<file path="src/rtl/mem_arbiter.sv">
// mem_arbiter: shares one single-ported memory between the fetch and load/store ports.
// One transaction at a time, fixed read latency, one-cycle acks, data has priority.
// Optional fetch starvation guard enabled by defining MEM_ARB_FAIRNESS_EN.
module mem_arbiter #(
  parameter int unsigned MEM_LATENCY    = 1,
  parameter int unsigned DATA_BURST_MAX = 4
) (
  input  logic        clk,
  input  logic        nreset,
  input  logic        clk_en,
  input  logic        i_req,
  input  logic [31:0] i_addr,
  output logic [31:0] i_rdata,
  output logic        i_ack,
  input  logic        d_req,
  input  logic        d_we,
  input  logic [1:0]  d_size,
  input  logic [31:0] d_addr,
  input  logic [31:0] d_wdata,
  output logic [31:0] d_rdata,
  output logic        d_ack,
  output logic        d_err,
  output logic        arb_error,
  output logic [31:0] mem_a,
  output logic [31:0] mem_out_v,
  output logic [1:0]  mem_s,
  output logic        mem_read,
  output logic        mem_write,
  input  logic [31:0] mem_in_v
);

  localparam int unsigned LatW = (MEM_LATENCY > 1) ? $clog2(MEM_LATENCY) : 1;
  localparam logic [LatW-1:0] LatInit = LatW'(MEM_LATENCY - 1);

  typedef enum logic [1:0] {StIdle, StCmd, StWait, StAck} state_e;

  state_e          r_state;
  logic [LatW-1:0] r_lat;
  logic            r_is_data;
  logic [31:0]     r_i_rdata;
  logic [31:0]     r_d_rdata;
  logic            r_i_ack;
  logic            r_d_ack;
  logic            r_d_err;
  logic            r_arb_error;
  logic [31:0]     r_mem_a;
  logic [31:0]     r_mem_out_v;
  logic [1:0]      r_mem_s;
  logic            r_mem_read;
  logic            r_mem_write;

  logic w_d_bad;
  logic w_fair_fetch;
  logic w_grant_fetch;
  logic w_unused;

  // Misaligned halves/words and the reserved size code are rejected without touching memory.
  assign w_d_bad = (d_size == 2'b11) ||
                   ((d_size == 2'b01) && d_addr[0]) ||
                   ((d_size == 2'b10) && (d_addr[1:0] != 2'b00));

`ifdef MEM_ARB_FAIRNESS_EN
  localparam int unsigned FairW = $clog2(DATA_BURST_MAX + 1);
  logic [FairW-1:0] r_fair_cnt;

  assign w_fair_fetch = i_req && (r_fair_cnt == FairW'(DATA_BURST_MAX));

  // Count data grants made while fetch waits; any fetch grant restarts the burst.
  always_ff @(posedge clk or negedge nreset) begin
    if (!nreset) begin
      r_fair_cnt <= '0;
    end else if (clk_en && (r_state == StIdle) && (i_req || d_req)) begin
      if (w_grant_fetch) begin
        r_fair_cnt <= '0;
      end else if (i_req) begin
        r_fair_cnt <= r_fair_cnt + FairW'(1);
      end
    end
  end
`else
  assign w_fair_fetch = 1'b0;
`endif

  assign w_grant_fetch = i_req && (!d_req || w_fair_fetch);
  assign w_unused      = ^i_addr[1:0] ^ (DATA_BURST_MAX != 0);

  // Transaction sequencer; every output is registered here.
  always_ff @(posedge clk or negedge nreset) begin
    if (!nreset) begin
      r_state     <= StIdle;
      r_lat       <= '0;
      r_is_data   <= 1'b0;
      r_i_rdata   <= '0;
      r_d_rdata   <= '0;
      r_i_ack     <= 1'b0;
      r_d_ack     <= 1'b0;
      r_d_err     <= 1'b0;
      r_arb_error <= 1'b0;
      r_mem_a     <= '0;
      r_mem_out_v <= '0;
      r_mem_s     <= '0;
      r_mem_read  <= 1'b0;
      r_mem_write <= 1'b0;
    end else if (clk_en) begin
      unique case (r_state)
        StIdle: begin
          if (w_grant_fetch) begin
            r_is_data   <= 1'b0;
            r_mem_a     <= {i_addr[31:2], 2'b00};
            r_mem_s     <= 2'b10;
            r_mem_out_v <= '0;
            r_mem_read  <= 1'b1;
            r_state     <= StCmd;
          end else if (d_req) begin
            r_is_data <= 1'b1;
            if (w_d_bad) begin
              r_d_ack     <= 1'b1;
              r_d_err     <= 1'b1;
              r_arb_error <= 1'b1;
              r_state     <= StAck;
            end else begin
              r_mem_a     <= d_addr;
              r_mem_s     <= d_size;
              r_mem_out_v <= d_we ? d_wdata : 32'h0;
              r_mem_read  <= !d_we;
              r_mem_write <= d_we;
              r_state     <= StCmd;
            end
          end
        end
        StCmd: begin
          r_mem_read  <= 1'b0;
          r_mem_write <= 1'b0;
          if (r_mem_write) begin
            r_d_ack <= 1'b1;
            r_state <= StAck;
          end else begin
            r_lat   <= LatInit;
            r_state <= StWait;
          end
        end
        StWait: begin
          if (r_lat == '0) begin
            if (r_is_data) begin
              r_d_rdata <= mem_in_v;
              r_d_ack   <= 1'b1;
            end else begin
              r_i_rdata <= mem_in_v;
              r_i_ack   <= 1'b1;
            end
            r_state <= StAck;
          end else begin
            r_lat <= r_lat - LatW'(1);
          end
        end
        StAck: begin
          r_i_ack <= 1'b0;
          r_d_ack <= 1'b0;
          r_d_err <= 1'b0;
          r_state <= StIdle;
        end
        default: r_state <= StIdle;
      endcase
    end
  end

  assign i_rdata   = r_i_rdata;
  assign i_ack     = r_i_ack;
  assign d_rdata   = r_d_rdata;
  assign d_ack     = r_d_ack;
  assign d_err     = r_d_err;
  assign arb_error = r_arb_error;
  assign mem_a     = r_mem_a;
  assign mem_out_v = r_mem_out_v;
  assign mem_s     = r_mem_s;
  assign mem_read  = r_mem_read;
  assign mem_write = r_mem_write;

endmodule

</file>
<file path="config.mk">
export PLATFORM = sky130hd
export DESIGN_NAME = mem_arbiter
export DESIGN_NICKNAME = d
export VERILOG_FILES = /design/src/rtl/mem_arbiter.sv
export SDC_FILE = /design/constraint.sdc
export NUM_CORES = 1
export LEC_CHECK = 0
export ABC_AREA = 1
export BUFFER_PORTS_ARGS = -buffer_cell sky130_fd_sc_hd__buf_2
export CELL_PAD_IN_SITES_DETAIL_PLACEMENT = 1
export CELL_PAD_IN_SITES_GLOBAL_PLACEMENT = 1
export CORE_MARGIN = 2
export CORE_UTILIZATION = 36
export DETAILED_ROUTE_END_ITERATION = 7
export HOLD_SLACK_MARGIN = 0.15
export PLACE_DENSITY_LB_ADDON = 0.1
export SKIP_CTS_REPAIR_TIMING = 1
export SLEW_MARGIN = 20
export SYNTH_ARGS = -nofsm -noshare
export SYNTH_HDL_FRONTEND = slang
export SYNTH_SLANG_ARGS = --single-unit
</file>
<file path="constraint.sdc">
create_clock -name clk -period 4.65 [get_ports clk]
set_clock_uncertainty 0.1 [all_clocks]
set_input_delay 0.2325 -clock clk [delete_from_list [all_inputs] [get_ports clk]]
set_output_delay 0.2325 -clock clk [all_outputs]
set_load 0.03 [all_outputs]
</file>
==> After elaboration in Yosys (flattened, before gate mapping) <==
Index checks and enable logic that the tools add are counted.
{ "totals": {"romBits": 0, "latchBits": 0, "elab_cells": 102, "out_inout_bits": 136, "mem_count": 0, "in_bits": 136, "ram_bits": 0, "register_bits": 140} }
{ "op_classes": {"bitwise_logic": 3, "n_eq_ne": 18, "addsub": 1, "n_div": 0, "n_reduce_logical": 26, "shift": 0, "mux": 40, "magnitude_cmp": 0, "n_mul": 0} }
{ "ops": {"columns": ["op", "count"], "rows": [
  ["$mux W32", 7],
  ["$reduce_and A4 Y1", 5],
  ["$mux W1", 19],
  ["$ne A2 B2 Y1 const B", 9],
  ["$reduce_and A5 Y1", 3],
  ["$mux W2", 7],
  ["$reduce_bool A2 Y1", 6],
  ["$pmux W1 S2", 5],
  ["$reduce_and A3 Y1", 3],
  ["$eq A2 B2 Y1 const B", 4],
  ["$pmux W2 S4", 1],
  ["$reduce_and A7 Y1", 1],
  ["$ne A3 B3 Y1 const B", 2],
  ["$eq A2 B1 Y1 const B", 2],
  ["$pmux W1 S4", 1],
  ["$logic_and A1 B1 Y1", 3],
  ["$not A1 Y1", 3],
  ["$logic_not A1 Y1", 2],
  ["$logic_not A2 Y1", 1],
  ["$logic_or A1 B1 Y1", 2],
  ["$ne A2 B1 Y1 const B", 1],
  ["$sub A1 B1 Y1 const B", 1]
]} }

==> Longest topological paths before layout <==
Gate-level depths: netlist of run 1.
{ "depth": {"ltp_word": 8, "mapped_depth": 10, "mapped_depth_nobuf": 8} }

==> Worst setup path before layout of run 1 <==
OpenSTA, ideal clock, no wires.
{ "synth_path": {"kind": "register -> register", "from": "register r_state[0]", "to": "register r_mem_a[10], in the netlist mem_a[10]", "t_required_ns": 4.432, "setup_ns": 0.118, "synth_period_minus_slack_ns": 1.635, "slack_ns": 3.015, "path_stages_with_launch": 11, "path_buffers": 3, "t_arrival_ns": 1.417, "path_cell_list": "dfrtp_1 > inv_1 > ha_1 > buf_4 > nand2_2 > nor2_4 > nand2_4 > buf_6 > buf_6 > nand2_1 > nand2_1"} }
{ "synth_between": {"elab_chain_len": 2} }
{ "synth_rtl": {"columns": ["item", "line", "text"], "rows": [
  ["start, declared", "37", "state_e r_state;"],
  ["start signal, assigned", "90", "r_state <= StIdle;"],
  ["start signal, assigned", "113", "r_state <= StCmd;"],
  ["start signal, assigned", "120", "r_state <= StAck;"],
  ["$logic_not A2 Y1", "105", "unique case (r_state)"],
  ["$reduce_and A4 Y1 (no line)", null, null],
  ["end signal, assigned", "109", "r_mem_a <= {i_addr[31:2], 2'b00};"],
  ["end signal, assigned", "122", "r_mem_a <= d_addr;"],
  ["end, declared", "46", "logic [31:0] r_mem_a;"]
]} }
No other way between the ends.
A chain may end at the register's enable or synchronous reset.

==> Worst setup path after layout of run 1 <==
{ "layout_path": {"from": "input d_addr[0]", "to": "register r_mem_out_v[26], in the netlist mem_out_v[26]"} }
{ "layout_between": {"elab_chain_len": 5, "elab_cells_between_ends": 7, "classes_between": "eq/ne (1); reduce/logical (6)"} }
{ "layout_rtl": {"columns": ["item", "line", "text"], "rows": [
  ["start, declared", "18", "input logic [31:0] d_addr,"],
  ["$reduce_bool A2 Y1 or $logic_and A1 B1 Y1 (tied branches)", "60, 59", null],
  ["$logic_and A1 B1 Y1 or $logic_or A1 B1 Y1 (tied branches)", "60, 58", null],
  ["$logic_or A1 B1 Y1 (*)", "59", "((d_size == 2'b01) && d_addr[0]) ||"],
  ["$ne A2 B1 Y1 (no line) (*)", null, null],
  ["$reduce_and A4 Y1 (no line) (*)", null, null],
  ["end signal, assigned", "124", "r_mem_out_v <= d_we ? d_wdata : 32'h0;"],
  ["end, declared", "47", "logic [31:0] r_mem_out_v;"]
]} }
Every way passes the cells marked *; elsewhere a longest branch is shown, timed or not.

==> flow_summary.json, run 1 <==
{
  "status": "finished, final reports clean",
  "seq_power_share_pct": 33.0,
  "clock_path_buffers": 2,
  "peakVddDrop_v": 0.000291,
  "io_pins": 272,
  "numClockSinks": 139,
  "cp_top_family": "simple AND/OR/NAND/NOR gates",
  "finalCriticalPeriod_ns": 2.91,
  "vias": 6133,
  "utilization_pct": 58.2,
  "insertion_delay_ns": 0.42,
  "grtUsageTotal_pct": 20.2,
  "crit_top_cell": "nand2_1",
  "fin_crit_sh_pct": 62.5,
  "synth_edf_count": 0,
  "async_flop_share_pct": 100,
  "clk_pin_slew_ns": 0.06,
  "die_h_um": 132,
  "rsz0062_at_grt": "false",
  "maxSlewHeadroom_pct": 30.5,
  "grt_start_max_net_pins": 100,
  "drc": 0,
  "cts_tree": "built",
  "p_clk_share_pct": 22.7,
  "multi_input_area_um2": 2080,
  "crit_type": "input port to flop",
  "yosys-top-cells-area": "dfrtp_1 59%, nand2_1 20%, o21ai_0 5.7%, nand3_1 3.4%, inv_1 2.9%",
  "p_int_uw": 3420,
  "path_buf_inv": 2,
  "endpoint_kind": "flop",
  "syn_to_final_growth_pct": 57.3,
  "design.die.area_um2": 17500,
  "dr.pass1.iters": 4,
  "io_buffers": 269,
  "drv_cap": 0,
  "row_count": 46,
  "die_x_um": 132,
  "wl_met3_um": 1180,
  "syn-instance-count": 707,
  "ys_warn_count": 0,
  "setup_viol": 0,
  "drive_gt1_share_pct": 28.5,
  "p_leak_uw": 0.00513,
  "synth_nets": 847,
  "coreArea_um2": 16000,
  "slowest_delay_ns": 1.01,
  "cts_root_buf": "clkbuf_16",
  "fmaxAchievable_mhz": 344,
  "final_hold_viol_count": 0,
  "ctsHtreeMaxLevel": 4,
  "met2_length_um": 10900,
  "highest_layer": "met4",
  "critPathArrivalTime_ns": 3.13,
  "wl_met1_um": 8510,
  "power_density_nw_per_um2": 670,
  "initial_core_util_pct": 37.0,
  "syn_area_um2": 5920,
  "grt_pass1_wl_um": 28600,
  "diodes": 0,
  "crit_path_max_fanout": 99,
  "first_iter_violations": 227,
  "yosys.area.top_type": "dfrtp_1",
  "tightest_slew_ns": 1.04,
  "yosysSeqAreaShare_pct": 58.7,
  "seqCellArea_um2": 3480,
  "min_path_type": "input port to flop",
  "fin_setup_tns_ns": 0,
  "wl_um": 21000,
  "yosys.area.top_type_share_pct": 58.7,
  "combPwrFrac_pct": 44.3,
  "antenna_found_initial": 0,
  "synth-seq-cells": 139,
  "p_sw_share_pct": 45.2,
  "drt-vias-per-instance": 4.65,
  "dpl_cell_area_um2": 7370,
  "cp-start-kind": "input port",
  "ys.flop_type": "dfrtp_1",
  "final-max-slew-violation-count": 0,
  "cts_made_buffers": 17,
  "p_switching_uw": 2820,
  "wire_per_inst_um": 16.0,
  "synth_cell_type_count": 22,
  "overflow": 0,
  "syn_avg_cell_area_um2": 8.37,
  "fillCellCount": 1957,
  "slowest_stage": "nand2_4",
  "drtAntennaViolNets": 0,
  "fin_area_um2": 9310,
  "nets": 1229,
  "hpwl_um": 11900,
  "cp_data_required_time_ns": 4.87,
  "path_cells": "dlygate4sd3_1 > buf_2 > nand2_1 > nand2_1 > nand3_2 > nand2_4 > nand2_1 > o21ai_1",
  "post-synth-top-count-cell": "nand2_1",
  "synthTopCellsByCount": "312 x nand2_1, 139 x dfrtp_1, 67 x o21ai_0",
  "grt_pass1_vias": 5610,
  "place.gp.congestion": 0.726
}
-- layout by cell type (no fill, tap or decap), types with 4 or more instances in the layout --
cell and n:
buf_2 268, clkbuf_16 17, clkinvlp_4 4, dfrtp_1 139, dlygate4sd3_1 131, ha_1 4
inv_1 45, nand2_1 312, nand3_1 38, nor2_1 13, o21ai_0 67, o21ai_1 33
-- cell families (layout without fill, tap and decap cells) --
kind of cell | count (synthesis) | in the layout | share of synthesized area, %
AND/OR/NAND/NOR | 373 | 373 | 25.2
flip-flops | 139 | 139 | 58.7
AO/OA/AOI/OAI | 104 | 104 | 8.85
buffers and inverters | 87 | 482 | 6.38
adder cells (fa/ha/maj) | 4 | 4 | 0.845
-- layer usage --
metal | vias up | GRT usage (%)
met1 | 2932 | 25.7
met5 | - | 0
met4 | 0 | 6.39
met3 | 33 | 6.07
met2 | 184 | 33.3
li1 | 2984 | -
-- sequential cells by signal, indices dropped and copies added, names as in the netlist --
register / flops
arb_error: 1
r_state: 2
i_ack: 1
mem_write: 1
mem_read: 1
r_is_data: 1
d_rdata: 32
mem_a: 32
mem_s: 2
mem_out_v: 32
d_err: 1
i_rdata: 32
d_ack: 1
-- worst min-delay path: stages --
cell and delay [ns]:
buf_2 0.16, nand2_2 0.13, o22ai_1 0.09
-- per-stage QoR --
stage | setup slack, ns | hold slack (ns) | power (uW) | instances
2_1_floorplan | 3.02 | -0.163 | 3810 | 707
3_3_place_gp | 2.01 | 0.278 | 4620 | 1155
3_5_place_dp | 1.95 | 0.276 | 4690 | 1155
4_1_cts | 2.12 | -0.173 | 6120 | 1187
5_1_grt | 1.49 | 0.155 | 6590 | 1318
6_report | 1.74 | 0.133 | 6240 | 1318
-- cell type report --
class | count | area share (%)
Clock inverter | 13 | 1.77
Inverter | 47 | 1.89
Clock buffer | 19 | 4.86
Timing Repair Buffer | 403 | 28.8
Sequential cell | 139 | 37.4
Multi-Input combinational cell | 481 | 22.4
Tap cell | 216 | 2.90
-- power by group through the flow --
stage	Sequential (uW)	Clock, uW	Combinational, uW
after global placement	2020	0	2600
after global routing	2130	1480	2990
final	2060	1420	2770
after detailed placement	2050	0	2640
after CTS	2040	1430	2650
after floorplan	3100	0	711
-- path summary, 6_finish.rpt --
path                            slack [ns]             to        from  cells after the start
max in group asynchronous             2.90       mem_s[0]      nreset                      3
min in group asynchronous             0.34   mem_out_v[8]      nreset                      2
worst min-delay path                  0.13      r_is_data      clk_en                      3
worst max register to register        2.23  mem_out_v[26]  r_state[0]                      7
worst min register to register        0.37       mem_read    mem_read                      2
worst max-delay path                  1.74  mem_out_v[26]   d_addr[0]                      8
Power figures use the tool's default switching activity.
==> inputs of run 2 (changes only) <==
--- a/config.mk
+++ b/config.mk
@@ -5,12 +5,12 @@
 export SDC_FILE = /design/constraint.sdc
 export NUM_CORES = 1
 export LEC_CHECK = 0
-export ABC_AREA = 1
+export ABC_AREA = 0
 export BUFFER_PORTS_ARGS = -buffer_cell sky130_fd_sc_hd__buf_2
 export CELL_PAD_IN_SITES_DETAIL_PLACEMENT = 1
 export CELL_PAD_IN_SITES_GLOBAL_PLACEMENT = 1
 export CORE_MARGIN = 2
-export CORE_UTILIZATION = 36
+export CORE_UTILIZATION = 35
 export DETAILED_ROUTE_END_ITERATION = 7
 export HOLD_SLACK_MARGIN = 0.15
 export PLACE_DENSITY_LB_ADDON = 0.1
==> constraint.sdc (replaced) <==
create_clock -name clk -period 3 [get_ports clk]
set_clock_uncertainty 0.1 [all_clocks]
set_input_delay 0.15 -clock clk [delete_from_list [all_inputs] [get_ports clk]]
set_output_delay 0.15 -clock clk [all_outputs]
set_load 0.03 [all_outputs]
==> run 2 against run 1 <==
Net effect: clock power up 37%; global-route usage down 0.80 points; routed wire length down 3.9%; sequential share of layout area down 0.35 points; count of clock-buffer cells in the layout down 1; flip-flop and latch count unchanged; via count down 9.6%; final cell count down 14%; non-clock buffer count up 11; register-to-register slack worse by 1.7 ns; largest cell class unchanged; sequential power up 54%.
==> flow_summary.json, run 2 <==
{
  "overflow": 0,
  "ys.flop_type": "dfrtp_1",
  "crit_path_max_fanout": 6,
  "antenna_found_initial": 0,
  "ctsHtreeMaxLevel": 4,
  "path_cells": "inv_1 > ha_1 > nand3_1 > dlygate4sd3_1 > nand2_1 > nand2_1 > dlygate4sd3_1",
  "place.gp.congestion": 0.757,
  "dp_slack_ns": 0.615,
  "yosys.area.top_type": "dfrtp_1",
  "placed_cells": 964,
  "wire_per_inst_um": 17.9,
  "path_buf_inv": 3,
  "io_pins": 272,
  "synth_nets": 643,
  "drc": 0,
  "cp-start-kind": "flop",
  "syn_to_final_growth_pct": 57.1,
  "vias": 5547,
  "hold-worst-slack_ns": 0.281,
  "final_hold_viol_count": 0,
  "syn_avg_cell_area_um2": 11.9,
  "final-max-slew-violation-count": 0,
  "grtUsageTotal_pct": 19.4,
  "drive_gt1_share_pct": 40.0,
  "hpwl_um": 12600,
  "setup_viol": 0,
  "design.die.area_um2": 18200,
  "drtAntennaViolNets": 0,
  "die_x_um": 135,
  "wl_um": 20200,
  "cp_data_required_time_ns": 3.19,
  "final_common_cell": "buf_2",
  "ys_warn_count": 0,
  "slowest_stage": "dlygate4sd3_1",
  "drt-vias-per-instance": 4.90,
  "nets": 1039,
  "cp_top_family": "buffers and inverters",
  "cts_root_buf": "clkbuf_16",
  "io_buffers": 269,
  "status": "finished, final reports clean",
  "synth_edf_count": 0,
  "finalCriticalPeriod_ns": 2.47,
  "synth_cell_type_count": 43,
  "grt_start_max_net_pins": 104,
  "async_flop_share_pct": 100,
  "tightest_slew_ns": 0.998,
  "critPathArrivalTime_ns": 2.65,
  "slowest_delay_ns": 0.58,
  "first_iter_violations": 183,
  "rsz0062_at_grt": "false",
  "cts_tree": "built",
  "synthTopCellsByCount": "139 x dfrtp_1, 99 x nand3_1, 48 x nand2_1",
  "grt_pass1_vias": 5311,
  "fmaxAchievable_mhz": 405,
  "drv_cap": 0,
  "mostFrequentLayoutCells": "268 x buf_2, 139 x dfrtp_1, 136 x dlygate4sd3_1",
  "initial_core_util_pct": 36.0,
  "p_leak_uw": 0.00477,
  "numClockSinks": 139,
  "multi_input_area_um2": 2270,
  "fin_setup_tns_ns": 0,
  "highest_layer": "met4",
  "fin_ws_ns": 0.533,
  "row_count": 47,
  "fillCellCount": 1837,
  "grt_pass1_wl_um": 27800,
  "syn-instance-count": 503,
  "yosys.area.top_type_share_pct": 58.1,
  "crit_type": "flop to flop",
  "cts_made_buffers": 17,
  "wl_met1_um": 8040,
  "dpl_cell_area_um2": 7490,
  "peakVddDrop_v": 0.000418,
  "insertion_delay_ns": 0.41,
  "instances_no_fill": 1133,
  "post-synth-top-count-cell": "dfrtp_1",
  "min_path_type": "input port to asynchronous set/reset pin",
  "met2_length_um": 10600,
  "endpoint_kind": "flop",
  "seqCellArea_um2": 3480,
  "synth-seq-cells": 139,
  "dr.pass1.iters": 4,
  "yosysSeqAreaShare_pct": 58.1,
  "yosys-top-cells-area": "dfrtp_1 58%, nand3_1 8.3%, mux2_2 7.5%, mux2i_1 5.2%, mux2_1 4.5%",
  "clk_pin_slew_ns": 0.06,
  "fin_crit_sh_pct": 82.2,
  "wl_met3_um": 1200,
  "coreArea_um2": 16600,
  "die_h_um": 135,
  "fin_area_um2": 9400,
  "syn_area_um2": 5980,
  "maxSlewHeadroom_pct": 33.5,
  "clock_path_buffers": 2,
  "power_density_nw_per_um2": 993
}
-- run 2: cell types whose count changed in the layout (fill, tap and decap cells not counted), sizes merged, moves of 6 or more --
cell,before,now
inv,49,9
nor2,15,5
nand3,41,105
o21ai,100,36
mux2i,0,31
mux2,0,64
buf,272,278
nand2,315,48
-- run 2: layout make-up --
type	count	share of cell area [%]
clock buffers	18	4.57
clock inverters	14	1.28
inverters	6	0.240
multi-input cells	321	24.1
well taps	220	2.93
repair buffers	414	29.9
flip-flops and latches	139	37.0
diodes	1	0.0266
-- run 2: report_power, final --
part | switching (uW) | total [uW] | leakage, uW | internal, uW
clock network | 812 | 1950 | 0.000263 | 1140
registers | 467 | 3170 | 0.00174 | 2700
logic | 2800 | 4220 | 0.00277 | 1410
total | 4080 | 9340 | 0.00477 | 5260
-- run 2: kinds of logic after synthesis --
family / share of synthesized area, %
and+or+nand+nor: 14.2
DFF: 58.1
muxes: 17.2
AOI/OAI and AO/OA: 5.14
buffers and inverters: 4.43
adders and majority gates: 0.836
-- run 2: final timing paths --
check / startpoint / end / slack, ns / cells after the start
max in group asynchronous: nreset / mem_a[19] / 1.73 / 3
min in group clk: arb_error / arb_error / 0.38 / 1
setup / recovery: r_state[0] / r_is_data / 0.53 / 7
hold reg to reg: arb_error / arb_error / 0.38 / 1
setup reg to reg: r_state[0] / r_is_data / 0.53 / 7
hold / removal: nreset / i_rdata[22] / 0.28 / 2
-- run 2: routing by layer --
metal  track usage, %  up-vias
met2             32.8      206
met3             6.12       32
met5                0        -
met1             23.5     2742
li1                 -     2567
met4             6.78        0
-- run 2: through the flow --
| stage | total power [uW] | util, % |
|---|---|---|
| finish | 9340 | 56.5 |
| CTS | 9210 | 48.3 |
| detailed placement | 7220 | 45.0 |
| global route | 9870 | 56.5 |
| global placement | 7050 | 45.0 |
| floorplan | 5830 | - |
